==> src/rtl/pcie_tag_arbiter.sv <==
// Round-robin tag allocator between DMA read requesters and the PCIe tag pool.
// Optional build macro TAG_ARB_RESERVE_EN keeps the last tags for requester 0 while pool_low_i is set.
module pcie_tag_arbiter #(
    parameter int TAG_WIDTH = 8,
    parameter int NUM_REQ   = 4,
    parameter int MAX_OUT   = 16
) (
    input  logic                 clk,
    input  logic                 rst,
    input  logic [NUM_REQ-1:0]   req_i,
    output logic [NUM_REQ-1:0]   gnt_o,
    output logic [TAG_WIDTH-1:0] gnt_tag_o,
    input  logic [TAG_WIDTH-1:0] pool_tag_i,
    input  logic                 pool_avail_i,
    input  logic                 pool_low_i,
    input  logic                 pool_init_done_i,
    output logic                 pool_pop_o,
    output logic [TAG_WIDTH-1:0] ret_tag_o,
    output logic                 ret_valid_o,
    input  logic                 cpl_valid_i,
    input  logic [TAG_WIDTH-1:0] cpl_tag_i,
    input  logic                 cpl_last_i,
    output logic [NUM_REQ-1:0]   cpl_owner_o,
    output logic                 cpl_owner_valid_o,
    output logic                 err_spurious_o
);

    localparam int TAG_CNT = 1 << TAG_WIDTH;
    localparam int IDX_W   = $clog2(NUM_REQ);
    localparam int CNT_W   = $clog2(MAX_OUT + 1);
    localparam logic [CNT_W-1:0] MAX_OUT_C = CNT_W'(MAX_OUT);

    logic [NUM_REQ-1:0]   gnt_q;
    logic [TAG_WIDTH-1:0] gnt_tag_q;
    logic [TAG_WIDTH-1:0] ret_tag_q;
    logic                 ret_valid_q;
    logic [NUM_REQ-1:0]   cpl_owner_q;
    logic                 cpl_owner_valid_q;
    logic                 err_spurious_q;
    logic [IDX_W-1:0]     rr_ptr_q;
    logic [IDX_W-1:0]     rr_ptr_d;
    logic [CNT_W-1:0]     out_cnt_q [NUM_REQ];
    logic [TAG_CNT-1:0]   vld_q;
    logic [IDX_W-1:0]     owner_q [TAG_CNT];

    logic [NUM_REQ-1:0]   elig;
    logic [IDX_W-1:0]     winner;
    logic                 found;
    logic                 grant;
    logic                 reserved;
    logic                 cpl_hit;
    logic                 cpl_ret;
    logic [IDX_W-1:0]     cpl_idx;

    always_comb begin
        elig = req_i & ~gnt_q;
        for (int i = 0; i < NUM_REQ; i++) begin
            if (out_cnt_q[i] >= MAX_OUT_C) elig[i] = 1'b0;
        end
`ifdef TAG_ARB_RESERVE_EN
        reserved = pool_low_i;
        if (pool_low_i) elig = elig & NUM_REQ'(1);
`else
        reserved = 1'b0;
`endif
        winner = '0;
        found  = 1'b0;
        for (int k = 0; k < NUM_REQ; k++) begin
            int               idx;
            logic [IDX_W-1:0] idx_l;
            idx = int'(rr_ptr_q) + k;
            if (idx >= NUM_REQ) idx = idx - NUM_REQ;
            idx_l = IDX_W'(idx);
            if (!found && elig[idx_l]) begin
                found  = 1'b1;
                winner = idx_l;
            end
        end
        grant = ~rst & pool_init_done_i & pool_avail_i & found;
        rr_ptr_d = (winner == IDX_W'(NUM_REQ - 1)) ? '0 : winner + 1'b1;
    end

`ifndef TAG_ARB_RESERVE_EN
    logic unused_pool_low;
    assign unused_pool_low = pool_low_i;
`endif

    assign cpl_idx    = owner_q[cpl_tag_i];
    assign cpl_hit    = cpl_valid_i & vld_q[cpl_tag_i];
    assign cpl_ret    = cpl_hit & cpl_last_i;
    assign pool_pop_o = grant;

    // Owner table needs no reset: entries are only read while their vld bit is set.
    always_ff @(posedge clk) begin
        if (grant) owner_q[pool_tag_i] <= winner;
    end

    always_ff @(posedge clk) begin
        if (rst) begin
            gnt_q             <= '0;
            gnt_tag_q         <= '0;
            ret_tag_q         <= '0;
            ret_valid_q       <= 1'b0;
            cpl_owner_q       <= '0;
            cpl_owner_valid_q <= 1'b0;
            err_spurious_q    <= 1'b0;
            rr_ptr_q          <= '0;
            vld_q             <= '0;
            for (int i = 0; i < NUM_REQ; i++) out_cnt_q[i] <= '0;
        end else begin
            gnt_q             <= grant ? (NUM_REQ'(1) << winner) : '0;
            cpl_owner_q       <= cpl_hit ? (NUM_REQ'(1) << cpl_idx) : '0;
            cpl_owner_valid_q <= cpl_hit;
            ret_valid_q       <= cpl_ret;
            if (grant) begin
                gnt_tag_q          <= pool_tag_i;
                vld_q[pool_tag_i]  <= 1'b1;
                if (!reserved) rr_ptr_q <= rr_ptr_d;
            end
            if (cpl_ret) begin
                ret_tag_q        <= cpl_tag_i;
                vld_q[cpl_tag_i] <= 1'b0;
            end
            if (cpl_valid_i && !vld_q[cpl_tag_i]) err_spurious_q <= 1'b1;
            // A grant and a final completion for the same requester cancel out.
            for (int i = 0; i < NUM_REQ; i++) begin
                if ((grant && winner == IDX_W'(i)) && !(cpl_ret && cpl_idx == IDX_W'(i)))
                    out_cnt_q[i] <= out_cnt_q[i] + 1'b1;
                else if (!(grant && winner == IDX_W'(i)) && (cpl_ret && cpl_idx == IDX_W'(i)))
                    out_cnt_q[i] <= out_cnt_q[i] - 1'b1;
            end
        end
    end

    assign gnt_o             = gnt_q;
    assign gnt_tag_o         = gnt_tag_q;
    assign ret_tag_o         = ret_tag_q;
    assign ret_valid_o       = ret_valid_q;
    assign cpl_owner_o       = cpl_owner_q;
    assign cpl_owner_valid_o = cpl_owner_valid_q;
    assign err_spurious_o    = err_spurious_q;

endmodule

==> config.mk <==
export PLATFORM = sky130hd
export DESIGN_NAME = pcie_tag_arbiter
export DESIGN_NICKNAME = d
export VERILOG_FILES = /design/src/rtl/pcie_tag_arbiter.sv
export SDC_FILE = /design/constraint.sdc
export NUM_CORES = 1
export LEC_CHECK = 0
export CAP_MARGIN = 40
export CORE_MARGIN = 2
export CORE_UTILIZATION = 25
export DETAILED_ROUTE_END_ITERATION = 8
export PLACE_DENSITY = 0.37
export SLEW_MARGIN = 40
export SYNTH_ARGS = -nofsm -noshare
export SYNTH_HDL_FRONTEND = slang
export SYNTH_SLANG_ARGS = --single-unit
==> constraint.sdc <==
create_clock -name clk -period 21.6 [get_ports clk]
set_input_delay 3.24 -clock clk [delete_from_list [all_inputs] [get_ports clk]]
set_output_delay 3.24 -clock clk [all_outputs]
set_load 0.05 [all_outputs]
# After elaboration in Yosys (flattened, before gate mapping)
# Memory sizes are Yosys's and may differ from the RTL's.
# Index checks and enable logic that the tools add are counted.
[word_totals]
ff_bits = 285
inputBits = 27
latch_bits = 0
rom_bits = 0
wordCells = 184
mem_count = 2
mem_bits_rw = 532
[mem_list]
columns = ["memory", "depth", "width", "read_ports", "rd_ports_with_merged_regs", "wr", "line_no", "text"]
rows = [
  ["owner_q", 256, 2, 1, 0, 1, "44", "logic [IDX_W-1:0] owner_q [TAG_CNT];"],
  ["out_cnt_q", 4, 5, 4, 0, 4, "42", "logic [CNT_W-1:0] out_cnt_q [NUM_REQ];"],
]
[classes]
n_reduce_logical = 38
muxes = 74
n_addsub = 16
eq_ne = 6
bitwise_logic = 21
n_shift = 2
div_mod_pow = 0
order_cmp = 16
mul = 0
[ops]
columns = ["op", "count"]
rows = [
  ["$mux 256", 3],
  ["$and 256x256->256", 1],
  ["$not 256->256", 1],
  ["$or 256x256->256", 1],
  ["$mux 1", 47],
  ["$mux 5", 8],
  ["$logic_and 1x1->1", 22],
  ["$add 5x1->5 const B", 4],
  ["$ge 5x5->1 const B", 4],
  ["$sub 5x1->5 const B", 4],
  ["$lt 8x9->1 const B", 2],
  ["$mux 2", 9],
  ["$demux 1 s8", 2],
  ["$ge 8x1->1 const B", 2],
  ["$logic_not 1->1", 12],
  ["$lt 2x3->1 const B", 4],
  ["$ge 3x3->1 const B", 3],
  ["$bmux 1 s2", 4],
  ["$bmux 1 s8", 1],
  ["$eq 2x2->1 const B", 4],
  ["$or 1x1->1", 8],
  ["$shl 1x2->4 const A", 2],
  ["$sub 2x1->2 const B", 4],
  ["$add 2x2->3 const B", 2],
  ["other kinds (10)", 19],
]

# Logic depth before layout (Yosys ltp)
[logic_depth]
depth_word = 24
mapped_depth = 23
mapped_depth_nobuf = 17

# Least setup slack after synthesis
# Ideal clock, no wire load.
[synth_timing]
path_kind = "input -> register"
start = "input port req_i[1]"
end = "memory out_cnt_q[2][4] in the netlist's numbering (data pin)"
setup_slack_ps = 7686
stages = 16
setup_time_ps = 263
n_path_buf = 0
t_arrival_ps = 13651
cell_sequence = "nor3b_1 -> nor2_1 -> or3_1 -> a21oi_1 -> inv_1 -> ha_1 -> and2_1 -> nor4_4 -> inv_1 -> fa_1 -> inv_1 -> a21o_1 -> a21oi_1 -> xor2_1 -> nand2_1 -> o21ai_0"
[synth_lines]
columns = ["element", "line_no", "text"]
rows = [
  ["start: declaration", "10", "input logic [NUM_REQ-1:0] req_i,"],
  ["end: declaration", "42", ""],
]

==> results.sh <==
export IMPL_cts_sinks=817
export IMPL_synth_edf_count=532
export IMPL_ys_types=85
export IMPL_path_clk_slew_ps=60
export IMPL_cpMaxStageDelayCell="o41ai_2"
export IMPL_cts_max_level=3
export IMPL_maxCapViolCount=0
export IMPL_die_area_sq_um=142000
export IMPL_cp_max_fo=74
export IMPL_post_synth_top_area_fraction=0.461
export IMPL_yosysMostFrequentCell="nor2_1"
export IMPL_clk_path_buf_depth=3
export IMPL_yosysWarningCount=0
export IMPL_p_int_mw=2.69
export IMPL_finalClockSkew_ps=26.3
export IMPL_rsz0062_at_grt="false"
export IMPL_power_leakage_nw=12.7
export IMPL_worst_setup_path_start_kind="primary input"
export IMPL_setup_viol=0
export IMPL_synth_seq_area_share=0.626
export IMPL_hp_class="flip-flop to flip-flop"
export IMPL_cp_top_family="compound AO/OA/AOI/OAI gates"
export IMPL_drtPass1Iterations=7
export IMPL_num_rows=136
export IMPL_fmax_mhz=113
export IMPL_critPathKind="primary input to flip-flop"
export IMPL_grt_pass1_wl_mm=182
export IMPL_p_per_area_nw_per_um2=87.7
export IMPL_drt_iter0_drc=2095
export IMPL_synth_fp_nets=2684
export IMPL_postCtsSetupBuffers=0
export IMPL_clk_latency_ps=670
export IMPL_drt_wirelength_per_cell_microns=28.3
export IMPL_initial_core_util=0.252
export IMPL_gp_congestion=0.816
export IMPL_cts_root_buf="clkbuf_16"
export IMPL_ant_nets=0
export IMPL_via_count=23021
export IMPL_seqPwrFrac=0.479
export IMPL_crit_chain="buf_6, buf_12, and2_2, buf_4, a22oi_1, nand2_1, a21oi_1, o41ai_2, o2111ai_2, nor3b_2, and4_1, ha_1, a21o_1, a21oi_1, xnor2_1, mux2_2"
export IMPL_io_pins=55
export IMPL_swShare=0.240
export IMPL_status="completed"
export IMPL_max_stage_delay_ps=700
export IMPL_p_clk_frac=0.450
export IMPL_syn_area_sq_um=34600
export IMPL_cts_buffers=94
export IMPL_die_x_microns=376
export IMPL_wl_mm=129
export IMPL_grt_max_degree=183
export IMPL_cp_end_kind="flip-flop"
export IMPL_path_buf_inv=3
export IMPL_final_min_clock_period_ps=8830
export IMPL_cts_tree="built"
export IMPL_area_delta_synth_final_pct=16.3
export IMPL_period_share=0.409
export IMPL_dpl_hpwl_mm=78.3
export IMPL_final_area_sq_um=40300
export IMPL_die_h_microns=376
export IMPL_synth_top_area_cell="edfxtp_1"
export IMPL_grt_overflow=0
export IMPL_fin_setup_tns_ps=0
export IMPL_postCtsHoldBufs=0
export IMPL_p_sw_mw=0.846
export IMPL_antenna_found_initial=3
export IMPL_track_usage=0.180
export IMPL_synth_seq_cells=817
export IMPL_drive_gt1_frac=0.150
export IMPL_synth_flop_cell="edfxtp_1"
export IMPL_syn_inst=2639
export IMPL_synthTopCellsByArea="edfxtp_1 (46%), dfxtp_1 (16%), mux4_2 (7.8%)"
export IMPL_path_common_cell="a21oi_1"
export IMPL_core_sq_um=137000
export IMPL_slew_viol_final=0
export IMPL_post_route_util=0.293
export IMPL_drc_errors=0
export IMPL_critPathArrivalTime_ps=9240
export IMPL_port_buffers=53
export IMPL_post_dp_cell_area_sq_um=37200
export IMPL_synth_commonest_cells="nor2_1 (583), edfxtp_1 (532), dfxtp_1 (285)"
export IMPL_ctsResizeCount=0
export IMPL_p_comb_frac=0.071
export IMPL_synthArstFlopShare=0
export IMPL_final_nets=2709
export IMPL_worstPathRequired_ps=22010
export IMPL_drt_vias_per_instance=5.07
export IMPL_slew_headroom=0.330
export IMPL_grt_pass1_vias=23356
export IMPL_ir_worst_vdd_mv=0.0550
export IMPL_worst_pin_slew_ps=995
export IMPL_syn_avg_cell_area_sq_um=13.1
export IMPL_hold_violations=0
[layout by cell type, fill, tap and decap left out, types with 7 or more instances in the layout]
master           netlist  layout
mux4_2               120     120
a31oi_1                7       7
nand2_4                0       9
a21oi_1               39      38
a211oi_1             257     257
nor3_1                18       9
nand2_1               94      85
nand4_1               11      11
clkbuf_16              0      97
buf_4                 12      58
nor2b_1               21      17
nor2_4                 0       7
mux4_1                 8       8
clkinv_2               0      20
a22oi_1               72      72
nand3_1               49      47
a22o_1                 7       7
and3_1                 9       9
o21ai_0               11      11
dfxtp_1              285     285
nor2_1               583     572
inv_1                 18      17
edfxtp_1             532     532
clkbuf_1             109      22
ha_1                  15      15
clkbuf_8               0      11
nand2b_1               9       9
a21o_1                10      10
and2_1                12      11
mux2i_1              145     145
clkinv_1               1      14
clkdlybuf4s50_1        0      47
[metrics by stage]
stage               total power [mW]  hold slack (ps)  instances  setup WS [ps]
finish                          3.53              456       4541          12770
global route                    3.65              481       4539          12500
CTS                             3.57              460       4537          12640
detailed placement              1.98              452       4360          11950
global placement                1.97              453       4359          11960
floorplan                       1.88              473       2639           7690
[flip-flops by register name, summed over array words and instances, names as in the netlist]
register / cells
cpl_owner_valid_o: 1
out_cnt_q: 20
ret_tag_o: 8
gnt_tag_o: 8
cpl_owner_o: 4
owner_q: 512
rr_ptr_q: 2
gnt_o: 4
vld_q: 256
err_spurious_o: 1
ret_valid_o: 1
[per-layer routing]
| metal | up-vias | track usage | wire length [microns] |
|---|---|---|---|
| li1 | 10103 | - | - |
| met1 | 12019 | 0.251 | 58500 |
| met2 | 739 | 0.288 | 59500 |
| met3 | 160 | 0.0336 | 7710 |
| met4 | 0 | 0.0451 | 3020 |
| met5 | - | 0 | 0 |
[tightest hold or removal path, cell delays in order (launching register included)]
cell     delay [ps]
dfxtp_1         310
nand2_1          50
a21oi_1          50
[logic make-up (layout without fill, tap and decap cells)]
family | Yosys count | after routing | share of synthesized area
XOR/XNOR | 9 | 9 | 0.00228
AND/OR/NAND/NOR | 842 | 842 | 0.103
adder cells (fa/ha/maj) | 18 | 18 | 0.00715
other | 0 | 2 | 0
multiplexers | 279 | 279 | 0.128
flip-flops | 817 | 817 | 0.626
AO/OA/AOI/OAI | 460 | 460 | 0.0993
buffers and inverters | 214 | 320 | 0.0344
[power by group through the flow]
stage               clock (mW)  sequential (mW)  combinational [mW]
floorplan                    0             1.74               0.132
global placement             0             1.73               0.245
detailed placement           0             1.73               0.252
CTS                       1.62             1.69               0.252
global route              1.69             1.69               0.266
finish                    1.59             1.69               0.250
[area by class of cell]
type | instances | area, sq um
Inverter | 21 | 83.8
Multi-Input combinational cell | 1608 | 12000
Clock buffer | 130 | 2660
Sequential cell | 817 | 21700
Tap cell | 1794 | 2240
Clock inverter | 47 | 397
Fill cell | 13825 | 97200
Antenna cell | 2 | 5.00
Timing Repair Buffer | 122 | 1180
[final timing paths]
kind	start	to	slack [ps]	cells past startpoint
min reg2reg	ret_tag_o[6]	ret_tag_o[6]	460	2
max	cpl_tag_i[0]	out_cnt_q[0][4]	12770	16
min	ret_tag_o[6]	ret_tag_o[6]	460	2
max reg2reg	owner_q[102][0]	out_cnt_q[0][4]	16680	13
No activity file was read; power rests on OpenSTA's default activity.
